### config.mk
export PLATFORM = sky130hd
export DESIGN_NAME = rob_retire_head
export DESIGN_NICKNAME = d
export VERILOG_FILES = /design/src/rtl/sys_defs.sv /design/src/rtl/rob_wrap_ptr.sv /design/src/rtl/rob_retire_head.sv
export SDC_FILE = /design/constraint.sdc
export NUM_CORES = 1
export LEC_CHECK = 0
export BUFFER_PORTS_ARGS = -buffer_cell sky130_fd_sc_hd__buf_2
export CAP_MARGIN = 30
export CORE_AREA = 2 2 147 206
export CTS_CLUSTER_SIZE = 20
export DETAILED_ROUTE_END_ITERATION = 12
export DIE_AREA = 0 0 149 208
export PLACE_DENSITY_LB_ADDON = 0.05
export SLEW_MARGIN = 10
export SYNTH_ARGS = -nofsm -noshare
export SYNTH_HDL_FRONTEND = slang
export SYNTH_SLANG_ARGS = --single-unit
### constraint.sdc
create_clock -name clock -period 3.4 [get_ports clock]
set_clock_uncertainty 0.15 [all_clocks]
set_input_delay 0.34 -clock clock [delete_from_list [all_inputs] [get_ports clock]]
set_output_delay 0.34 -clock clock [all_outputs]
set_load 0.02 [all_outputs]
### src/rtl/sys_defs.sv
// Shared types for the ROB retire path: retire packet, ROB entry, XLEN/ZERO_REG and default ROB size.
`ifndef SYS_DEFS_SV
`define SYS_DEFS_SV
`ifndef XLEN
`define XLEN 32
`endif
`ifndef ZERO_REG
`define ZERO_REG 5'd0
`endif

package sys_defs;

  localparam int ROB_SZ_DEFAULT = 8;

  typedef struct packed {
    logic [4:0]       r;
    logic [`XLEN-1:0] V;
  } ROB_RETIRE_DATA;

  typedef struct packed {
    ROB_RETIRE_DATA data_retired;
  } ROB_RT_PACKET;

  typedef struct packed {
    logic             valid;
    logic             complete;
    logic [4:0]       r;
    logic [`XLEN-1:0] V;
  } ROB_ENTRY;

endpackage
`endif

### src/rtl/rob_wrap_ptr.sv
// W-bit modulo pointer with synchronous clear and increment; wraps naturally at 2**W.
module rob_wrap_ptr #(
  parameter int W = 3
) (
  input  logic         clock,
  input  logic         reset,
  input  logic         clr,
  input  logic         inc,
  output logic [W-1:0] ptr
);

  logic [W-1:0] ptr_q;
  logic [W-1:0] ptr_d;

  always_comb begin
    ptr_d = ptr_q;
    if (clr)      ptr_d = '0;
    else if (inc) ptr_d = ptr_q + W'(1);
  end

  always_ff @(posedge clock) begin
    if (reset) ptr_q <= '0;
    else       ptr_q <= ptr_d;
  end

  assign ptr = ptr_q;

endmodule

### src/rtl/rob_retire_head.sv
// In-order completion buffer retiring one head entry per cycle as a registered ROB_RT_PACKET.
// Optional ROB_CDB_BYPASS_EN lets a CDB hitting an incomplete head retire it at the same edge.
module rob_retire_head
  import sys_defs::*;
#(
  parameter int ROB_SZ = ROB_SZ_DEFAULT,
  parameter int TAG_W  = $clog2(ROB_SZ)
) (
  input  logic              clock,
  input  logic              reset,
  input  logic              dispatch_valid,
  input  logic [4:0]        dispatch_r,
  output logic              dispatch_ready,
  output logic [TAG_W-1:0]  dispatch_tag,
  input  logic              cdb_valid,
  input  logic [TAG_W-1:0]  cdb_tag,
  input  logic [`XLEN-1:0]  cdb_value,
  input  logic              squash,
  output ROB_RT_PACKET      rob_rt_packet,
  output logic              retire_valid,
  output logic [TAG_W:0]    count
);

  localparam logic [TAG_W:0] CNT_FULL = (TAG_W+1)'(ROB_SZ);
  localparam logic [TAG_W:0] CNT_ONE  = (TAG_W+1)'(1);

  ROB_ENTRY         rob_q [ROB_SZ];
  ROB_ENTRY         rob_d [ROB_SZ];
  logic [TAG_W:0]   count_q, count_d;
  ROB_RT_PACKET     pkt_q, pkt_d;
  logic             rv_q, rv_d;
  logic [TAG_W-1:0] head, tail;

  logic             disp_fire;
  logic             head_ready;
  logic             head_byp;
  logic             retire;
  ROB_ENTRY         head_ent;

  assign head_ent       = rob_q[head];
  assign dispatch_ready = (count_q < CNT_FULL);
  assign disp_fire      = dispatch_valid && dispatch_ready;
  assign head_ready     = head_ent.valid && head_ent.complete;

`ifdef ROB_CDB_BYPASS_EN
  assign head_byp = head_ent.valid && !head_ent.complete && cdb_valid && (cdb_tag == head);
`else
  assign head_byp = 1'b0;
`endif

  assign retire = head_ready || head_byp;

  rob_wrap_ptr #(.W(TAG_W)) u_head_ptr (
    .clock (clock),
    .reset (reset),
    .clr   (squash),
    .inc   (retire),
    .ptr   (head)
  );

  rob_wrap_ptr #(.W(TAG_W)) u_tail_ptr (
    .clock (clock),
    .reset (reset),
    .clr   (squash),
    .inc   (disp_fire),
    .ptr   (tail)
  );

  always_comb begin
    rob_d                   = rob_q;
    pkt_d                   = '0;
    pkt_d.data_retired.r    = `ZERO_REG;
    rv_d                    = 1'b0;
    count_d                 = count_q;

    if (cdb_valid && rob_q[cdb_tag].valid) begin
      rob_d[cdb_tag].V        = cdb_value;
      rob_d[cdb_tag].complete = 1'b1;
    end

    // Retire clears the head after any CDB write so a late repeat CDB cannot resurrect it.
    if (retire) begin
      pkt_d.data_retired.r = head_ent.r;
      pkt_d.data_retired.V = head_byp ? cdb_value : head_ent.V;
      rv_d                 = 1'b1;
      rob_d[head]          = '0;
    end

    if (disp_fire) begin
      rob_d[tail].valid    = 1'b1;
      rob_d[tail].complete = 1'b0;
      rob_d[tail].r        = dispatch_r;
      rob_d[tail].V        = '0;
    end

    if (disp_fire && !retire)      count_d = count_q + CNT_ONE;
    else if (!disp_fire && retire) count_d = count_q - CNT_ONE;
  end

  always_ff @(posedge clock) begin
    if (reset || squash) begin
      for (int i = 0; i < ROB_SZ; i++) rob_q[i] <= '0;
      count_q                 <= '0;
      pkt_q                   <= '0;
      pkt_q.data_retired.r    <= `ZERO_REG;
      rv_q                    <= 1'b0;
    end else begin
      for (int i = 0; i < ROB_SZ; i++) rob_q[i] <= rob_d[i];
      count_q <= count_d;
      pkt_q   <= pkt_d;
      rv_q    <= rv_d;
    end
  end

  assign dispatch_tag  = tail;
  assign rob_rt_packet = pkt_q;
  assign retire_valid  = rv_q;
  assign count         = count_q;

endmodule
==> qor_table.md <==
| Quantity | This run |
| --- | --- |
| Result of the run | complete, no violations |
| Clock Sinks | 360 |
| Sequential-to-total area share from yosys stat | 46.6% |
| Sequential Area | 7220 µm² |
| Area occupied by multi-input gates | 7530 µm² |
| Number of top-level pins | 91 |
| Cell-by-cell listing of the critical path | clkinvlp_4 -> o21ai_0 -> a211o_1 -> nand2_1 -> ha_1 -> inv_1 -> ha_1 -> a21o_1 -> a21oi_1 -> xnor2_1 -> or3_1 -> a21oi_1 |
| Number of H-tree branching levels | 2 |
| Aggregate routed wire length | 44500 µm |
| Syn Area/Cell | 9.88 µm² |
| Cts bufs inserted | 37 |
| Die X | 149 µm |
| Startpoint Class | flop |
| Ys flop type | dfxtp_1 |
| Final design instance area without fill | 17600 µm² |
| Buf+Inv Stages, Crit Path | 2 |
| Starting density of the core | 53.2% |
| Crit Path Max Fanout | 23 |
| Worst Path Class, Setup | flop to flop |
| First drt pass iteration count | 5 |
| Time the final worst path needs with I/O delays and setup | 3160 ps |
| Final Max Tran Viols | 0 |
| Endpoints failing hold | 0 |
| Timing-limited maximum frequency | 316 MHz |
| Required time worst endpoint | 3700 ps |
| Number of design-rule violations left by the first detailed-router iteration | 734 |
| Category of the worst setup path capture point | flop |
| Final setup violation count | 0 |
| Cells after synthesis | 1565 |
| Global-route wire length before repair | 69100 µm |
| Fraction of final layout cells sized beyond drive strength 1 | 18.2% |
| Mapped Nets | 1616 |
| Cell type group with the largest total delay on the critical path | compound AO/OA/AOI/OAI gates |
| Core box area | 29100 µm² |
| Post-DP Area | 16200 µm² |
| Clock root cell | clkbuf_16 |
| Post-synthesis register bit count | 360 |
| Port-buffer cells | 90 |
| Cell type contributing the most total cell area after synthesis | dfxtp_1 |
| Worst endpoint data arrival time | 3460 ps |
| Routed vias/inst | 5.80 |
| Number of flops mapped to enable cells by yosys | 0 |
| Largest stage delay on the critical path | 520 ps |
| Total congestion overflow after global routing | 0 |
| Fill cell count | 2593 |
| Post-synth top area share | 46.6% |
| Clock Pin Slew Worst Setup and Hold Paths | 60 ps |
| Fin nets | 1673 |
| Number of antenna violations at the first check in global routing | 1 |
| Post-synthesis cell type count | 56 |
| Total negative slack for setup checks | 0 ps |
| Unrepaired setup endpoints after global routing | no |
| Cell area after synthesis | 15500 µm² |
| Maximum root-to-sink buffer count | 3 |
| CTS tree | yes |
| Library cell with the highest instance count after synthesis | dfxtp_1 |
| Min setup slack post-route | 240 ps |
| Final weighted congestion in routability-driven placement | 0.855 |
| Largest net degree at the start of global routing | 56 |
| DRC viols | 0 |
| Cell at the slowest stage of the critical path | dfxtp_4 |
| Worst setup slack before clock tree synthesis | 216 ps |
| Measured slew at the worst slew-check pin | 914 ps |
| Max_slew headroom | 38.9% |
| Later-pin clock latency in the skew report | 540 ps |
| Max-cap check violation count | 0 |
| Synth Warn # | 0 |
| Async set-reset flop share out of synthesis | 0% |
| Detailed-route wire length per cell | 22.0 µm |
| Leakage Power | 8.13 nW |
| Die height | 208 µm |
| Max rail drop VDD | 375 µV |
| Post-CTS Setup Bufs | 0 |
| Post-detailed-route count of antenna-violating nets | 0 |
| Post-detailed-placement half-perimeter wirelength | 25800 µm |
| Row Count | 74 |
| Hold/Removal Path Class | input pin to flop |
| Syn-to-layout area delta | 13.9% |
| Leading cell types by total area after synthesis | dfxtp_1, mux2i_1, nor2_1, mux2_2, mux4_2 |
| Overall track demand over capacity in global routing | 28.8% |
| Post-synth top cells | dfxtp_1, nor2_1, mux2i_1 |
| Number of vias in the routed layout | 11.7k |
| Die area | 31000 µm² |
| Vias in the first global route | 11.7k |
| Period utilisation layout | 92.9% |
| Pwr dens | 490 nW/µm² |
[path summary, 6_finish.rpt]
path | startpoint | end | slack (ps) | cells after the start
worst max-delay path | u_head_ptr.ptr[2] | count[3] | 240 | 12
worst min-delay path | cdb_value[8] | rob_q[164] | 20 | 3
worst max register to register | u_head_ptr.ptr[2] | count[3] | 240 | 12
worst min register to register | rob_q[37] | rob_q[37] | 300 | 2
[routing by layer]
layer / routed length (µm) / track usage, % / share of wire, % / up-vias
li1: - / - / - / 5554
met3: 2520 / 4.50 / 5.7 / 110
met5: 0 / 0 / 0 / -
met4: 1630 / 11.1 / 3.6 / 0
met1: 18700 / 36.7 / 42 / 5708
met2: 21700 / 48.9 / 49 / 363
[what timing repair did]
item	4_1_cts	5_1_grt
endpoints found under the setup margin	0	1
hold endpoints to repair	50	0
hold buffers	16	0
gates resized for setup	0	1
[cells in the final DEF, fill, tap and decap left out, types with 19 or more instances in the layout]
cell type | Yosys | final
dfxtp_1 | 360 | 357
buf_2 | 37 | 90
nor2_1 | 321 | 319
a221o_1 | 25 | 25
nand2_1 | 68 | 68
o21ai_0 | 42 | 42
inv_1 | 19 | 19
buf_4 | 19 | 51
clkbuf_16 | 0 | 39
mux2i_1 | 289 | 289
mux2_2 | 49 | 49
a21oi_1 | 53 | 53
a22oi_1 | 29 | 29
[layout make-up]
cell class	instances	share of cell area, %
Clock inverter	10	0.760
Clock buffer	51	6.08
Tap cell	380	2.70
Antenna cell	1	0.0142
Inverter	21	0.469
Timing Repair Buffer	162	6.25
Sequential cell	360	41.0
Multi-Input combinational cell	1040	42.8
[stage by stage]
stage / utilization, % / power [mW] / hold WS, ps / std cells
6_report: 60.6 / 8.64 / 15.5 / 2025
5_1_grt: 60.6 / 8.90 / 17.5 / 2024
4_1_cts: 60.5 / 8.72 / 0.0817 / 2023
3_5_place_dp: 55.8 / 4.63 / 286 / 1946
3_3_place_gp: 55.8 / 4.63 / 285 / 1946
2_1_floorplan: - / 4.50 / 272 / 1565
[where the power goes]
part           internal [mW]  switching (mW)
Sequential              4.22         0.00915
Combinational         0.0981           0.223
Clock                   2.42            1.66
Total                   6.74            1.90
[worst min-delay path: stages]
cell	delay [ps]
buf_2	170
mux2i_1	90
nor2_1	70
[kinds of logic after synthesis]
family	synth area share [%]
adder cells (fa/ha/maj)	0.534
AO/OA/AOI/OAI	10.5
buffers and inverters	5.40
XOR/XNOR	0.283
multiplexers	24.7
AND/OR/NAND/NOR	11.9
flip-flops	46.6
[registers in the layout (all words and copies together), names as in the netlist]
signal          count
u_tail_ptr.ptr      3
retire_valid        1
count               4
rob_q             312
u_head_ptr.ptr      3
rob_rt_packet      37
(Power assumes the default switching activity.)
